--- config.mk ---
export PLATFORM = sky130hd
export DESIGN_NAME = instr_fetch_unit_flat
export DESIGN_NICKNAME = d
export VERILOG_FILES = /design/src/rtl/cpu_pkg.sv /design/src/rtl/instr_fetch_unit_if.sv /design/src/rtl/fetch_fifo.sv /design/src/rtl/instr_fetch_unit.sv /design/src/flat_wrapper.sv
export SDC_FILE = /design/constraint.sdc
export NUM_CORES = 1
export LEC_CHECK = 0
export ABC_AREA = 1
export CORE_UTILIZATION = 57
export CTS_CLUSTER_DIAMETER = 50
export DETAILED_ROUTE_END_ITERATION = 8
export GPL_ROUTABILITY_DRIVEN = 0
export PLACE_DENSITY = 0.95
export SLEW_MARGIN = 20
export SYNTH_ARGS = -nofsm -noshare
export SYNTH_HDL_FRONTEND = slang
export SYNTH_SLANG_ARGS = --single-unit
--- constraint.sdc ---
create_clock -name clk -period 6.2 [get_ports clk]
set_input_delay 1.24 -clock clk [delete_from_list [all_inputs] [get_ports clk]]
set_output_delay 1.24 -clock clk [all_outputs]
set_load 0.05 [all_outputs]
--- src/rtl/cpu_pkg.sv ---
// Shared CPU definitions: default fetch widths, reset PC and fetch FSM encoding.
package cpu_pkg;

  localparam int          DEFAULT_ADDR_W   = 32;
  localparam logic [31:0] DEFAULT_RESET_PC = 32'h0000_0000;
  localparam int          INSTR_W          = 32;

  typedef enum logic [1:0] {
    BOOT  = 2'd0,
    RUN   = 2'd1,
    DRAIN = 2'd2
  } fetch_state_e;

endpackage

--- src/rtl/instr_fetch_unit_if.sv ---
// Fetch unit bus bundle: instruction-memory request/response, core delivery and redirect.
interface instr_fetch_unit_if
  import cpu_pkg::*;
#(
  parameter int ADDR_W = DEFAULT_ADDR_W
) ();

  logic               imem_req;
  logic [ADDR_W-1:0]  imem_addr;
  logic               imem_gnt;
  logic               imem_rvalid;
  logic [INSTR_W-1:0] imem_rdata;
  logic               instr_valid;
  logic               instr_ready;
  logic [INSTR_W-1:0] instr_out;
  logic [ADDR_W-1:0]  instr_pc;
  logic               redirect;
  logic [ADDR_W-1:0]  redirect_pc;
  logic [ADDR_W-1:0]  pc_out;

  modport master (
    output imem_req, imem_addr, instr_valid, instr_out, instr_pc, pc_out,
    input  imem_gnt, imem_rvalid, imem_rdata, instr_ready, redirect, redirect_pc
  );

  modport slave (
    input  imem_req, imem_addr, instr_valid, instr_out, instr_pc, pc_out,
    output imem_gnt, imem_rvalid, imem_rdata, instr_ready, redirect, redirect_pc
  );

endinterface

--- src/rtl/fetch_fifo.sv ---
// Small synchronous FIFO with occupancy count and a flush that empties it in one cycle.
module fetch_fifo #(
  parameter  int WIDTH = 32,
  parameter  int DEPTH = 2,
  localparam int PTR_W = (DEPTH > 1) ? $clog2(DEPTH) : 1,
  localparam int CNT_W = $clog2(DEPTH) + 1
) (
  input  logic             clk,
  input  logic             rst_n,
  input  logic             push,
  input  logic [WIDTH-1:0] push_data,
  input  logic             pop,
  input  logic             flush,
  output logic [WIDTH-1:0] head,
  output logic [CNT_W-1:0] count,
  output logic             empty,
  output logic             full
);

  logic [WIDTH-1:0] mem [DEPTH];
  logic [PTR_W-1:0] wr_ptr;
  logic [PTR_W-1:0] rd_ptr;
  logic             do_push;
  logic             do_pop;

  // A pop in the same cycle frees the slot, so a push into a full FIFO is still taken.
  assign empty   = (count == '0);
  assign full    = (count == CNT_W'(DEPTH));
  assign do_pop  = pop && !empty;
  assign do_push = push && (!full || do_pop);
  assign head    = mem[rd_ptr];

  always_ff @(posedge clk or negedge rst_n) begin
    if (!rst_n) begin
      wr_ptr <= '0;
      rd_ptr <= '0;
      count  <= '0;
      for (int i = 0; i < DEPTH; i++) begin
        mem[i] <= '0;
      end
    end else if (flush) begin
      wr_ptr <= '0;
      rd_ptr <= '0;
      count  <= '0;
    end else begin
      if (do_push) begin
        mem[wr_ptr] <= push_data;
        wr_ptr      <= wr_ptr + PTR_W'(1);
      end
      if (do_pop) begin
        rd_ptr <= rd_ptr + PTR_W'(1);
      end
      case ({do_push, do_pop})
        2'b10:   count <= count + CNT_W'(1);
        2'b01:   count <= count - CNT_W'(1);
        default: count <= count;
      endcase
    end
  end

endmodule

--- src/rtl/instr_fetch_unit.sv ---
// Instruction fetch stage: sequential PC generation, in-order memory requests,
// buffered delivery to the core and redirect with wrong-path response draining.
module instr_fetch_unit
  import cpu_pkg::*;
#(
  parameter int                ADDR_W   = DEFAULT_ADDR_W,
  parameter logic [ADDR_W-1:0] RESET_PC = ADDR_W'(DEFAULT_RESET_PC),
  parameter int                DEPTH    = 2
) (
  input  logic               clk,
  input  logic               rst_n,
  instr_fetch_unit_if.master bus
);

  localparam int CNT_W = $clog2(DEPTH) + 1;

  fetch_state_e                state;
  fetch_state_e                state_nxt;
  logic [ADDR_W-1:0]           pc;
  logic [ADDR_W-1:0]           pc_nxt;
  logic [CNT_W-1:0]            discard;
  logic [CNT_W-1:0]            discard_nxt;
  logic [CNT_W-1:0]            inflight_cnt;
  logic [CNT_W-1:0]            out_cnt;
  logic [CNT_W:0]              occupancy;
  logic                        inflight_empty;
  logic                        inflight_full;
  logic                        out_empty;
  logic                        out_full;
  logic                        fifo_flags_unused;
  logic                        req;
  logic                        grant;
  logic                        resp;
  logic                        redir_take;
  logic                        out_push;
  logic [ADDR_W-1:0]           resp_pc;
  logic [ADDR_W+INSTR_W-1:0]   out_head;

  // Slots are reserved at grant time, so the output FIFO can never overflow.
  assign occupancy  = {1'b0, inflight_cnt} + {1'b0, out_cnt};
  assign resp       = bus.imem_rvalid && !inflight_empty;
  assign redir_take = bus.redirect && (state != BOOT);
  assign req        = (state == RUN) && !bus.redirect && (occupancy < (CNT_W+1)'(DEPTH));
  assign grant      = req && bus.imem_gnt;
  assign out_push   = resp && (state == RUN) && !redir_take;

  assign fifo_flags_unused = inflight_full | out_full;

  fetch_fifo #(.WIDTH(ADDR_W), .DEPTH(DEPTH)) u_inflight_fifo (
    .clk       (clk),
    .rst_n     (rst_n),
    .push      (grant),
    .push_data (pc),
    .pop       (resp),
    .flush     (1'b0),
    .head      (resp_pc),
    .count     (inflight_cnt),
    .empty     (inflight_empty),
    .full      (inflight_full)
  );

  fetch_fifo #(.WIDTH(ADDR_W + INSTR_W), .DEPTH(DEPTH)) u_out_fifo (
    .clk       (clk),
    .rst_n     (rst_n),
    .push      (out_push),
    .push_data ({resp_pc, bus.imem_rdata}),
    .pop       (bus.instr_ready),
    .flush     (redir_take),
    .head      (out_head),
    .count     (out_cnt),
    .empty     (out_empty),
    .full      (out_full)
  );

  always_ff @(posedge clk or negedge rst_n) begin
    if (!rst_n) begin
      state   <= BOOT;
      pc      <= RESET_PC;
      discard <= '0;
    end else begin
      state   <= state_nxt;
      pc      <= pc_nxt;
      discard <= discard_nxt;
    end
  end

  always_comb begin
    state_nxt   = state;
    pc_nxt      = pc;
    discard_nxt = discard;
    case (state)
      BOOT:  state_nxt = RUN;
      RUN: begin
        if (grant) begin
          pc_nxt = pc + ADDR_W'(4);
        end
      end
      DRAIN: begin
        if (resp) begin
          discard_nxt = discard - CNT_W'(1);
        end
        if (discard_nxt == '0) begin
          state_nxt = RUN;
        end
      end
      default: state_nxt = BOOT;
    endcase
    // A response landing in the redirect cycle is already wrong-path, so it is not counted.
    if (redir_take) begin
      pc_nxt      = {bus.redirect_pc[ADDR_W-1:2], 2'b00};
      discard_nxt = inflight_cnt - (resp ? CNT_W'(1) : CNT_W'(0));
      state_nxt   = (discard_nxt != '0) ? DRAIN : RUN;
    end
  end

  assign bus.imem_req    = req;
  assign bus.imem_addr   = pc;
  assign bus.pc_out      = pc;
  assign bus.instr_valid = !out_empty;
  assign {bus.instr_pc, bus.instr_out} = out_head;

endmodule

--- src/flat_wrapper.sv ---
// flat-port wrapper written by rule: the top's interface ports become plain ports
module instr_fetch_unit_flat import cpu_pkg::*;
#(
  parameter int                ADDR_W   = DEFAULT_ADDR_W,
  parameter logic [ADDR_W-1:0] RESET_PC = ADDR_W'(DEFAULT_RESET_PC),
  parameter int                DEPTH    = 2
)
  (clk, rst_n, bus_imem_req, bus_imem_addr, bus_instr_valid, bus_instr_out, bus_instr_pc, bus_pc_out, bus_imem_gnt, bus_imem_rvalid, bus_imem_rdata, bus_instr_ready, bus_redirect, bus_redirect_pc);
  instr_fetch_unit_if #(.ADDR_W(ADDR_W)) bus_i ();
  input  logic clk;
  input  logic rst_n;
  output wire logic [$bits(bus_i.imem_req)-1:0] bus_imem_req;
  output wire logic [$bits(bus_i.imem_addr)-1:0] bus_imem_addr;
  output wire logic [$bits(bus_i.instr_valid)-1:0] bus_instr_valid;
  output wire logic [$bits(bus_i.instr_out)-1:0] bus_instr_out;
  output wire logic [$bits(bus_i.instr_pc)-1:0] bus_instr_pc;
  output wire logic [$bits(bus_i.pc_out)-1:0] bus_pc_out;
  input wire logic [$bits(bus_i.imem_gnt)-1:0] bus_imem_gnt;
  input wire logic [$bits(bus_i.imem_rvalid)-1:0] bus_imem_rvalid;
  input wire logic [$bits(bus_i.imem_rdata)-1:0] bus_imem_rdata;
  input wire logic [$bits(bus_i.instr_ready)-1:0] bus_instr_ready;
  input wire logic [$bits(bus_i.redirect)-1:0] bus_redirect;
  input wire logic [$bits(bus_i.redirect_pc)-1:0] bus_redirect_pc;
  assign bus_imem_req = bus_i.imem_req;
  assign bus_imem_addr = bus_i.imem_addr;
  assign bus_instr_valid = bus_i.instr_valid;
  assign bus_instr_out = bus_i.instr_out;
  assign bus_instr_pc = bus_i.instr_pc;
  assign bus_pc_out = bus_i.pc_out;
  assign bus_i.imem_gnt = bus_imem_gnt;
  assign bus_i.imem_rvalid = bus_imem_rvalid;
  assign bus_i.imem_rdata = bus_imem_rdata;
  assign bus_i.instr_ready = bus_instr_ready;
  assign bus_i.redirect = bus_redirect;
  assign bus_i.redirect_pc = bus_redirect_pc;
  instr_fetch_unit #(.ADDR_W(ADDR_W), .RESET_PC(RESET_PC), .DEPTH(DEPTH)) u_core (.clk(clk), .rst_n(rst_n), .bus(bus_i));
endmodule
==> run_results.csv, run 1 <==
group,metric,value,unit
logic_synthesis,yosysTopAreaCell,"dfrtp_1",
placement,pre_cts_slack,1.93,ns
finish,fillers,1240,
flow_run,drv_cap,0,
setup_path,crit_arrival,3.05,ns
drt,num_vias,10170,
setup_path,cp_common_cell,"clkdlybuf4s50_1",
clock_tree,clockBufferDepth,3,
power,p_sw_share,48.6,%
global_routing,met1_usage,39.7,%
power,clkPwrFrac,18.1,%
power,p_switching,4.22,mW
clock_tree,cts_tree,"yes",
clock_tree,post_cts.repair.setup_buffers,0,
clock_tree,clock_latency,0.51,ns
clock_tree,cts_max_level,1,
timing,period_share,69.2,%
clock_tree,cts_root_buffer,"clkbuf_16",
logic_synthesis,ys_types,38,
finish,design_area,13800,µm²
timing,rsz0062_at_grt,"no",
drt,ant_nets,0,
power,intPower,4.47,mW
placement,dp_hpwl,18.3,mm
logic_synthesis,synth_edf_count,0,
logic_synthesis,yosysMostFrequentCell,"nand2_1",
hold_path,min_from,"u_core.u_out_fifo.mem[54]$_DFFE_PN0P_",
floorplan,die_h,142,µm
logic_synthesis,ys_warn_count,0,
global_routing,grt_use_met3,4.32,%
drt,drc_errors,0,
drt,first_pass_iters,7,
setup_path,cp_max_fo,4,
clock_tree,clkTransAtPathRegs,0.06,ns
setup_path,cp_data_required_time,4.96,ns
logic_synthesis,netlist_area,11100,µm²
drt,wire_per_inst,16.0,µm
power,leakagePower,6.61,nW
finish,diodes,0,
hold_path,hold_path_end,"u_core.u_out_fifo.mem[54]$_DFFE_PN0P_",
timing,final.setup_skew,0.0117,ns
logic_synthesis,yosys-top-cells-area,"dfrtp_1 (51%), nand2_1 (19%), o21ai_0 (6.8%), inv_1 (4.3%), nor2_1 (2.8%)",
setup_path,reg2reg_to,"u_core.u_inflight_fifo.mem[60]$_DFFE_PN0P_",
power,comb_power_share,51.5,%
timing,fin_tns_setup,0,ns
setup_path,critPathMaxStageDelay,0.83,ns
drt,drt-initial-drc-count,895,
floorplan,die_x,142,µm
timing,tightest_slew,1.09,ns
clock_tree,numCtsBuffers,24,
global_routing,gr-usage-met2,49.5,%
power,ir_drop,413,µV
logic_synthesis,synth-seq-cells,226,
floorplan,pin_count,200,
timing,fmax,0.233,GHz
setup_path,reg2reg_setup_slack,2.94,ns
power,seq_power_share,30.4,%
logic_synthesis,async_reset_ff_share,100,%
placement,placed_area,12900,µm²
finish,drive_above_1_share,5.30,%
setup_path,critPathKind,"in2out",
timing,setup_viol,0,
logic_synthesis,ys_seq_area_share,50.8,%
setup_path,end_kind,"output port",
clock_tree,ctsHoldBuffers,0,
finish,area_delta_synth_final,23.8,%
global_routing,gr-total-overflow,0,
placement,port_buffers,191,
global_routing,grt_max_degree,194,
floorplan,core_area,19000,µm²
timing,timing.slew.headroom,27.1,%
power,powerDensity,631,nW/µm²
global_routing,grtUsageTotal,29.8,%
global_routing,antenna_found_initial,0,
setup_path,cp_slowest_cell,"clkdlybuf4s50_1",
drt,viasPerCell,5.52,
clock_tree,cts_resized,0,
hold_path,whs_path_depth,2,
logic_synthesis,synthTopCellsByCount,"nand2_1 (559), dfrtp_1 (226), o21ai_0 (151), inv_1 (127), nor2_1 (82)",
setup_path,startpoint_type,"input port",
timing,final_hold_viol_count,0,
timing,hold_slack,0.480,ns
timing,fin_crit,4.29,ns
setup_path,reg2regPathDepth,11,
floorplan,start_util,58.8,%
logic_synthesis,syn_inst,1440,
run_status,outcome,"finished, final reports clean",
finish,nets,1641,
finish,finish.utilization,72.8,%
timing,drv_slew,0,
logic_synthesis,synth.avg_cell_area,7.74,µm²
logic_synthesis,synth-main-ff-cell,"dfrtp_1",
global_routing,top_usage_layer,"met2",
drt,wl,29.6,mm
hold_path,hold_class,"reg2reg",
global_routing,grt_pass1_vias,9732,
global_routing,grt_pass1_wl,47.8,mm
setup_path,startpoint,"bus_redirect",
logic_synthesis,synth_top_area_share,50.8,%
floorplan,dieArea,20100,µm²
clock_tree,clock-sinks,226,
setup_path,critical_path.cell_chain,"clkdlybuf4s50_1 > inv_1 > nand3_2 > nor2_1 > clkdlybuf4s50_1",
timing,worst_slack,1.91,ns
floorplan,row_count,50,
setup_path,r2r-start,"u_core.u_inflight_fifo.count[0]$_DFFE_PN0P_",
## critical path, delay by kind of cell
family	cells	cell delay (ns)
buf+inv	3	1.46
simple gates	2	0.35
## per-stage QoR
stage / cells / total power [mW]
after detailed placement: 1800 / 7.00
after floorplan: 1445 / 5.68
final: 1844 / 8.70
after CTS: 1844 / 8.67
after global placement: 1800 / 6.83
after global routing: 1844 / 9.13
## area by class of cell
class                      instances  area (µm²)  area share, %
clock buffer                      29         661           4.79
multi-input combinational        985        4460           32.3
clock inverter                    15         220           1.60
tap                              260         325           2.36
inverter                         131         492           3.56
sequential                       226        5660           41.0
timing repair buffer             198        1980           14.4
## sequential cells by signal, indices dropped and copies added, names as in the netlist, 2 cells and up
register	cells
u_core.u_out_fifo.mem	124
u_core.state	2
u_core.u_out_fifo.count	2
u_core.discard	2
u_core.bus.imem_addr	30
u_core.u_inflight_fifo.mem	60
u_core.u_inflight_fifo.count	2
## worst max-delay path by stage
stage	cells after the start	slack, ns	to
after floorplan	3	2.82	bus_imem_req
after global placement	5	1.95	bus_imem_req
after detailed placement	5	1.93	bus_imem_req
after CTS	5	1.91	bus_imem_req
after global routing	5	1.82	bus_imem_req
final	5	1.91	bus_imem_req
## placed cells by master, fill, tap and decap left out, drive strengths merged, types with 2 or more instances in the layout
| cell type | synthesis | final |
|---|---|---|
| o211ai | 5 | 5 |
| clkdlybuf4s50 | 0 | 190 |
| clkbuf | 35 | 30 |
| nand3 | 47 | 47 |
| nor3 | 7 | 7 |
| nand2 | 561 | 561 |
| mux2 | 15 | 15 |
| conb | 1 | 6 |
| nand4 | 2 | 2 |
| xnor2 | 4 | 4 |
| xor2 | 4 | 4 |
| a31oi | 2 | 2 |
| bufinv | 0 | 5 |
| and2 | 2 | 2 |
| o21ai | 192 | 192 |
| a21oi | 15 | 15 |
| clkinv | 1 | 7 |
| o22ai | 2 | 2 |
| nor2 | 86 | 86 |
| buf | 68 | 7 |
| ha | 4 | 4 |
| inv | 130 | 133 |
| dfrtp | 226 | 226 |
| or2 | 4 | 4 |
| o21a | 24 | 24 |
## power groups by stage
stage	sequential, mW	combinational, mW	clock (mW)
2_1_floorplan	2.78	2.90	0
4_1_cts	2.62	4.46	1.59
5_1_grt	2.71	4.77	1.65
3_3_place_gp	2.58	4.26	0
6_report	2.65	4.48	1.58
3_5_place_dp	2.62	4.37	0
## routing by layer
layer	vias to the layer above	part of all wire, %
met3	89	7.9
met2	544	49
met4	0	3.4
met1	4812	40
li1	4725	-
met5	-	0
## cells by family after synthesis
logic type / after synthesis / synth area share, %
other: 1 / 0.0337
AOI/OAI and AO/OA: 242 / 11.7
muxes: 15 / 1.52
buffers and inverters: 234 / 9.50
xor gates and xnor gates: 8 / 0.629
and+or+nand+nor: 709 / 25.2
DFF: 226 / 50.8
adders and majority gates: 5 / 0.629
Note: power is estimated with default switching activity, not from simulation.
==> run 2: changes to the inputs <==
--- a/config.mk
+++ b/config.mk
@@ -6,11 +6,11 @@
 export NUM_CORES = 1
 export LEC_CHECK = 0
 export ABC_AREA = 1
-export CORE_UTILIZATION = 57
+export CORE_UTILIZATION = 48
 export CTS_CLUSTER_DIAMETER = 50
 export DETAILED_ROUTE_END_ITERATION = 8
 export GPL_ROUTABILITY_DRIVEN = 0
-export PLACE_DENSITY = 0.95
+export PLACE_DENSITY = 0.86
 export SLEW_MARGIN = 20
 export SYNTH_ARGS = -nofsm -noshare
 export SYNTH_HDL_FRONTEND = slang
==> constraint.sdc (replaced) <==
create_clock -name clk -period 3.6 [get_ports clk]
set_input_delay 0.72 -clock clk [delete_from_list [all_inputs] [get_ports clk]]
set_output_delay 0.72 -clock clk [all_outputs]
set_load 0.05 [all_outputs]
==> run 2 against run 1 <==
  * Via count down 4.4%
  * Worst setup slack worse by 1.8 ns
  * Global-route usage down 6.6 points
  * Power up 66%
  * Final cell count up 2.0%
  * Utilization down 12 points
  * Register-to-register slack worse by 1.8 ns
  * First-iteration DRC count down 6.7%
  * Critical path depth down 1
  * Largest cell class unchanged
==> run_results.csv, run 2 (synthesized netlist as in run 1, its figures left out) <==
group,metric,value,unit
setup_path,startpoint_type,"flip-flop",
drt,ant_nets,0,
setup_path,cp_data_required_time,2.88,ns
placement,port_buffers,191,
setup_path,reg2regPathDepth,11,
placement,pre_cts_slack,0.709,ns
finish,area_delta_synth_final,23.5,%
drt,wire_per_inst,14.5,µm
floorplan,core_area,22700,µm²
drt,num_vias,9721,
run_status,outcome,"finished, final reports clean",
finish,largest_reg_flops,124,
timing,worst_slack,0.149,ns
setup_path,end_kind,"output port",
power,leakagePower,6.67,nW
timing,setup_viol,0,
floorplan,pin_count,200,
hold_path,hold_class,"in2async",
clock_tree,cts_root_buffer,"clkbuf_16",
global_routing,gr-total-overflow,0,
setup_path,r2r-start,"u_core.u_inflight_fifo.count[0]$_DFFE_PN0P_",
setup_path,crit_arrival,2.73,ns
drt,first_pass_iters,5,
timing,final.setup_skew,0.00850,ns
timing,drv_slew,0,
placement,dp_hpwl,18.3,mm
clock_tree,clock_latency,0.51,ns
floorplan,dieArea,23800,µm²
setup_path,cp_max_fo,35,
clock_tree,cts_max_level,1,
finish,largest_register,"u_core.u_out_fifo.mem",
finish,finish.utilization,60.6,%
global_routing,grt_max_degree,74,
floorplan,start_util,49.1,%
drt,wl,27.3,mm
finish,final_cell_mix,"nand2_1 (559), dfrtp_1 (225), clkdlybuf4s50_1 (158)",
timing,hold_slack,0.148,ns
setup_path,critPathKind,"reg2out",
floorplan,row_count,55,
global_routing,grt_pass1_vias,9167,
clock_tree,cts_resized,0,
drt,viasPerCell,5.17,
flow_run,drv_cap,0,
clock_tree,cts_tree,"yes",
finish,drive_above_1_share,8.02,%
finish,nets,1652,
drt,drt-initial-drc-count,835,
finish,layout_commonest_cell,"nand2_1",
timing,fin_crit,3.45,ns
timing,fin_tns_setup,0,ns
timing,tightest_slew,1.04,ns
floorplan,die_x,154,µm
timing,period_share,95.9,%
power,ir_drop,675,µV
clock_tree,post_cts.repair.setup_buffers,0,
timing,rsz0062_at_grt,"no",
drt,drc_errors,0,
finish,diodes,0,
setup_path,cp_slowest_cell,"clkdlybuf4s50_1",
clock_tree,clockBufferDepth,3,
clock_tree,ctsHoldBuffers,0,
global_routing,grt_pass1_wl,45.1,mm
timing,timing.slew.headroom,30.4,%
timing,fmax,0.290,GHz
clock_tree,clkTransAtPathRegs,0.06,ns
setup_path,critPathMaxStageDelay,0.87,ns
setup_path,reg2reg_setup_slack,1.16,ns
clock_tree,clock-sinks,226,
floorplan,die_h,154,µm
setup_path,reg2reg_to,"u_core.u_inflight_fifo.mem[8]$_DFFE_PN0P_",
clock_tree,numCtsBuffers,25,
finish,design_area,13800,µm²
finish,fillers,1875,
timing,final_hold_viol_count,0,
power,powerDensity,1050,nW/µm²
placement,placed_area,13000,µm²
setup_path,critical_path.cell_chain,"buf_4 > nand2_1 > o21ai_0 > clkdlybuf4s50_1",
global_routing,antenna_found_initial,0,
global_routing,grtUsageTotal,23.2,%
run 2: worst max path at each step:
stage                                                start                                   end  slack, ns  depth (start not counted)
6_report              u_core.u_out_fifo.rd_ptr$_DFFE_PN0P_                       bus_instr_pc[2]       0.15                          4
3_5_place_dp          u_core.u_out_fifo.rd_ptr$_DFFE_PN0P_                      bus_instr_pc[12]       0.71                          4
2_1_floorplan  u_core.u_inflight_fifo.count[0]$_DFFE_PN0P_  u_core.bus.imem_addr[13]$_DFFE_PN0P_       0.90                         11
3_3_place_gp          u_core.u_out_fifo.rd_ptr$_DFFE_PN0P_                      bus_instr_pc[12]       0.73                          4
5_1_grt               u_core.u_out_fifo.rd_ptr$_DFFE_PN0P_                       bus_instr_pc[2]       0.03                          4
4_1_cts               u_core.u_out_fifo.rd_ptr$_DFFE_PN0P_                       bus_instr_pc[2]       0.14                          4
run 2: per-stage QoR:
stage / total power [mW] / std cells
finish: 14.5 / 1881
global route: 15.3 / 1881
CTS: 14.5 / 1881
detailed placement: 12.0 / 1835
global placement: 11.8 / 1835
floorplan: 9.78 / 1445
run 2: layout make-up:
| class | instances | area, µm² | area share [%] |
|---|---|---|---|
| Clock buffer | 34 | 719 | 5.23 |
| Clock inverter | 12 | 77.6 | 0.564 |
| Inverter | 131 | 492 | 3.57 |
| Multi-Input combinational cell | 985 | 4460 | 32.5 |
| Sequential cell | 226 | 5660 | 41.1 |
| Tap cell | 285 | 357 | 2.59 |
| Timing Repair Buffer | 208 | 1990 | 14.5 |
run 2: power breakdown:
part	switching, mW	internal, mW
Combinational	5.15	2.34
Clock	1.01	1.41
Sequential	0.921	3.63
Total	7.08	7.38
run 2: worst max-delay path, delay by kind of cell (launching register included):
kind            cells  cell delay (ns)
buf+inv             2             1.25
flops               1             0.71
compound gates      1             0.15
simple gates        1             0.10
run 2: routing by layer:
metal  vias up  share of wire [%]  track usage [%]
li1       4748                  -                -
met1      4579                 45             33.3
met2       358                 47             37.7
met3        36                6.0             2.69
met4         0                1.6             5.70
met5         -                  0                0
==> run 3: changes to the inputs <==
--- a/config.mk
+++ b/config.mk
@@ -11,7 +11,8 @@
 export DETAILED_ROUTE_END_ITERATION = 8
 export GPL_ROUTABILITY_DRIVEN = 0
 export PLACE_DENSITY = 0.86
-export SLEW_MARGIN = 20
+export SKIP_LAST_GASP = 1
+export SLEW_MARGIN = 30
 export SYNTH_ARGS = -nofsm -noshare
 export SYNTH_HDL_FRONTEND = slang
 export SYNTH_SLANG_ARGS = --single-unit
==> run 3 against run 2 <==
  * Sequential share of layout area about the same
  * Utilization about the same
  * Flip-flop and latch count unchanged
  * Hold slack worse by 0.0028 ns
  * Final cell count unchanged
  * Clock skew about the same
  * Global-route usage unchanged
  * Clock power about the same
  * Combinational power about the same
  * Die area unchanged
  * Largest cell class unchanged
  * Highest routed layer unchanged
==> run_results.csv, run 3 (synthesized netlist as in run 1, its figures left out) <==
group,metric,value,unit
run_status,outcome,"finished, final reports clean",
timing,drv_slew,0,
finish,design_area,13800,µm²
drt,first_pass_iters,8,
timing,fin_crit,3.46,ns
drt,wl,27.3,mm
drt,drc_errors,0,
setup_path,startpoint_type,"flip-flop",
power,comb_power_share,51.8,%
timing,fmax,0.289,GHz
setup_path,critical_path.cell_chain,"buf_4 > nand2_1 > o21ai_0 > clkdlybuf4s50_1",
setup_path,critPathKind,"reg2out",
clock_tree,cts_resized,0,
clock_tree,ctsHoldBuffers,0,
timing,tightest_slew,0.824,ns
finish,layout_commonest_cell,"nand2_1",
global_routing,grtUsageTotal,23.2,%
global_routing,top_usage_layer,"met2",
setup_path,cp_max_fo,35,
floorplan,pin_count,200,
setup_path,crit_arrival,2.74,ns
finish,diodes,0,
setup_path,cp_slowest_cell,"clkdlybuf4s50_1",
placement,dp.cells,1835,
placement,placed_area,13000,µm²
timing,rsz0062_at_grt,"no",
timing,timing.slew.headroom,45.1,%
clock_tree,clock_latency,0.51,ns
global_routing,antenna_found_initial,0,
power,p_sw_share,49.0,%
power,intPower,7.38,mW
floorplan,die_h,154,µm
floorplan,core_area,22700,µm²
drt,ant_nets,0,
finish,fillers,1874,
finish,nets,1652,
global_routing,gr-total-overflow,0,
placement,port_buffers,191,
setup_path,critPathMaxStageDelay,0.87,ns
drt,wire_per_inst,14.5,µm
clock_tree,clkTransAtPathRegs,0.06,ns
power,p_switching,7.08,mW
clock_tree,cts_root_buffer,"clkbuf_16",
finish,largest_register,"u_core.u_out_fifo.mem",
hold_path,hold_class,"in2async",
clock_tree,clock-sinks,226,
drt,viasPerCell,5.17,
clock_tree,post_cts.repair.setup_buffers,0,
clock_tree,clockBufferDepth,3,
clock_tree,numCtsBuffers,25,
setup_path,cp_data_required_time,2.88,ns
power,ir_drop,677,µV
timing,setup_viol,0,
finish,largest_reg_flops,124,
timing,fin_tns_setup,0,ns
timing,period_share,96.0,%
placement,dp_hpwl,18.3,mm
global_routing,grt_max_degree,74,
global_routing,gr-usage-met2,37.7,%
finish,fin_cells,1881,
drt,drt-initial-drc-count,741,
clock_tree,cts_max_level,1,
global_routing,met1_usage,33.3,%
drt,num_vias,9722,
clock_tree,cts_tree,"yes",
floorplan,die_x,154,µm
floorplan,dieArea,23800,µm²
finish,drive_above_1_share,8.02,%
power,clkPwrFrac,16.7,%
power,seq_power_share,31.5,%
setup_path,end_kind,"output port",
flow_run,drv_cap,0,
power,leakagePower,6.67,nW
finish,area_delta_synth_final,23.5,%
floorplan,row_count,55,
global_routing,grt_pass1_wl,45.1,mm
timing,final_hold_viol_count,0,
floorplan,start_util,49.1,%
global_routing,grt_use_met3,2.69,%
global_routing,grt_pass1_vias,9167,
finish,finish.utilization,60.6,%
finish,final_cell_mix,"nand2_1 (559), dfrtp_1 (225), clkdlybuf4s50_1 (158)",
power,powerDensity,1050,nW/µm²
timing,final.setup_skew,0.00887,ns
-- run 3: changes by cell type in the layout (fill, tap and decap cells not counted), sizes merged --
cell    delta
clkinv     +1
inv        -1
-- run 3: path summary, 6_finish.rpt --
check                      slack (ns)  cells past startpoint                                         from                                        end
max                              0.14                      4         u_core.u_out_fifo.rd_ptr$_DFFE_PN0P_                            bus_instr_pc[2]
max reg2reg                      1.17                     11  u_core.u_inflight_fifo.count[0]$_DFFE_PN0P_  u_core.u_inflight_fifo.mem[8]$_DFFE_PN0P_
min                              0.15                      1                                        rst_n        u_core.bus.imem_addr[3]$_DFFE_PN0P_
max in group asynchronous        2.60                      2                                        rst_n      u_core.u_out_fifo.mem[78]$_DFFE_PN0P_
min in group clk                 0.48                      2        u_core.u_out_fifo.mem[56]$_DFFE_PN0P_      u_core.u_out_fifo.mem[56]$_DFFE_PN0P_
min reg2reg                      0.48                      2        u_core.u_out_fifo.mem[56]$_DFFE_PN0P_      u_core.u_out_fifo.mem[56]$_DFFE_PN0P_
-- run 3: cell type report --
cell class / instances / area, µm² / share of cell area (%)
Clock buffer: 34 / 719 / 5.23
Sequential cell: 226 / 5660 / 41.1
Timing Repair Buffer: 208 / 1990 / 14.5
Tap cell: 285 / 357 / 2.59
Clock inverter: 12 / 77.6 / 0.564
Multi-Input combinational cell: 985 / 4460 / 32.5
Inverter: 131 / 493 / 3.58
-- run 3: power by group through the flow --
stage | registers [mW] | clock network (mW) | logic [mW]
floorplan | 4.80 | 0 | 4.99
global placement | 4.50 | 0 | 7.29
detailed placement | 4.55 | 0 | 7.44
CTS | 4.54 | 2.45 | 7.51
global route | 4.69 | 2.55 | 8.07
finish | 4.55 | 2.42 | 7.49
-- run 3: stage by stage --
step	power [mW]	hold slack (ns)	setup WS, ns
after floorplan	9.78	0.424	0.903
after global placement	11.8	0.461	0.734
after detailed placement	12.0	0.465	0.709
after CTS	14.5	0.170	0.138
after global routing	15.3	0.192	0.0347
final	14.5	0.146	0.143
-- run 3: metal layers --
| layer | up-vias | wire length (µm) |
|---|---|---|
| met3 | 43 | 1740 |
| met1 | 4562 | 12200 |
| met5 | - | 0 |
| li1 | 4757 | - |
| met2 | 360 | 12900 |
| met4 | 0 | 472 |
-- run 3: worst max-delay path, delay by kind of cell, from the launching register on --
family / cells / cell delay (ns)
buffers and inverters: 2 / 1.25
flip-flops: 1 / 0.71
AO/OA/AOI/OAI: 1 / 0.15
AND/OR/NAND/NOR: 1 / 0.10
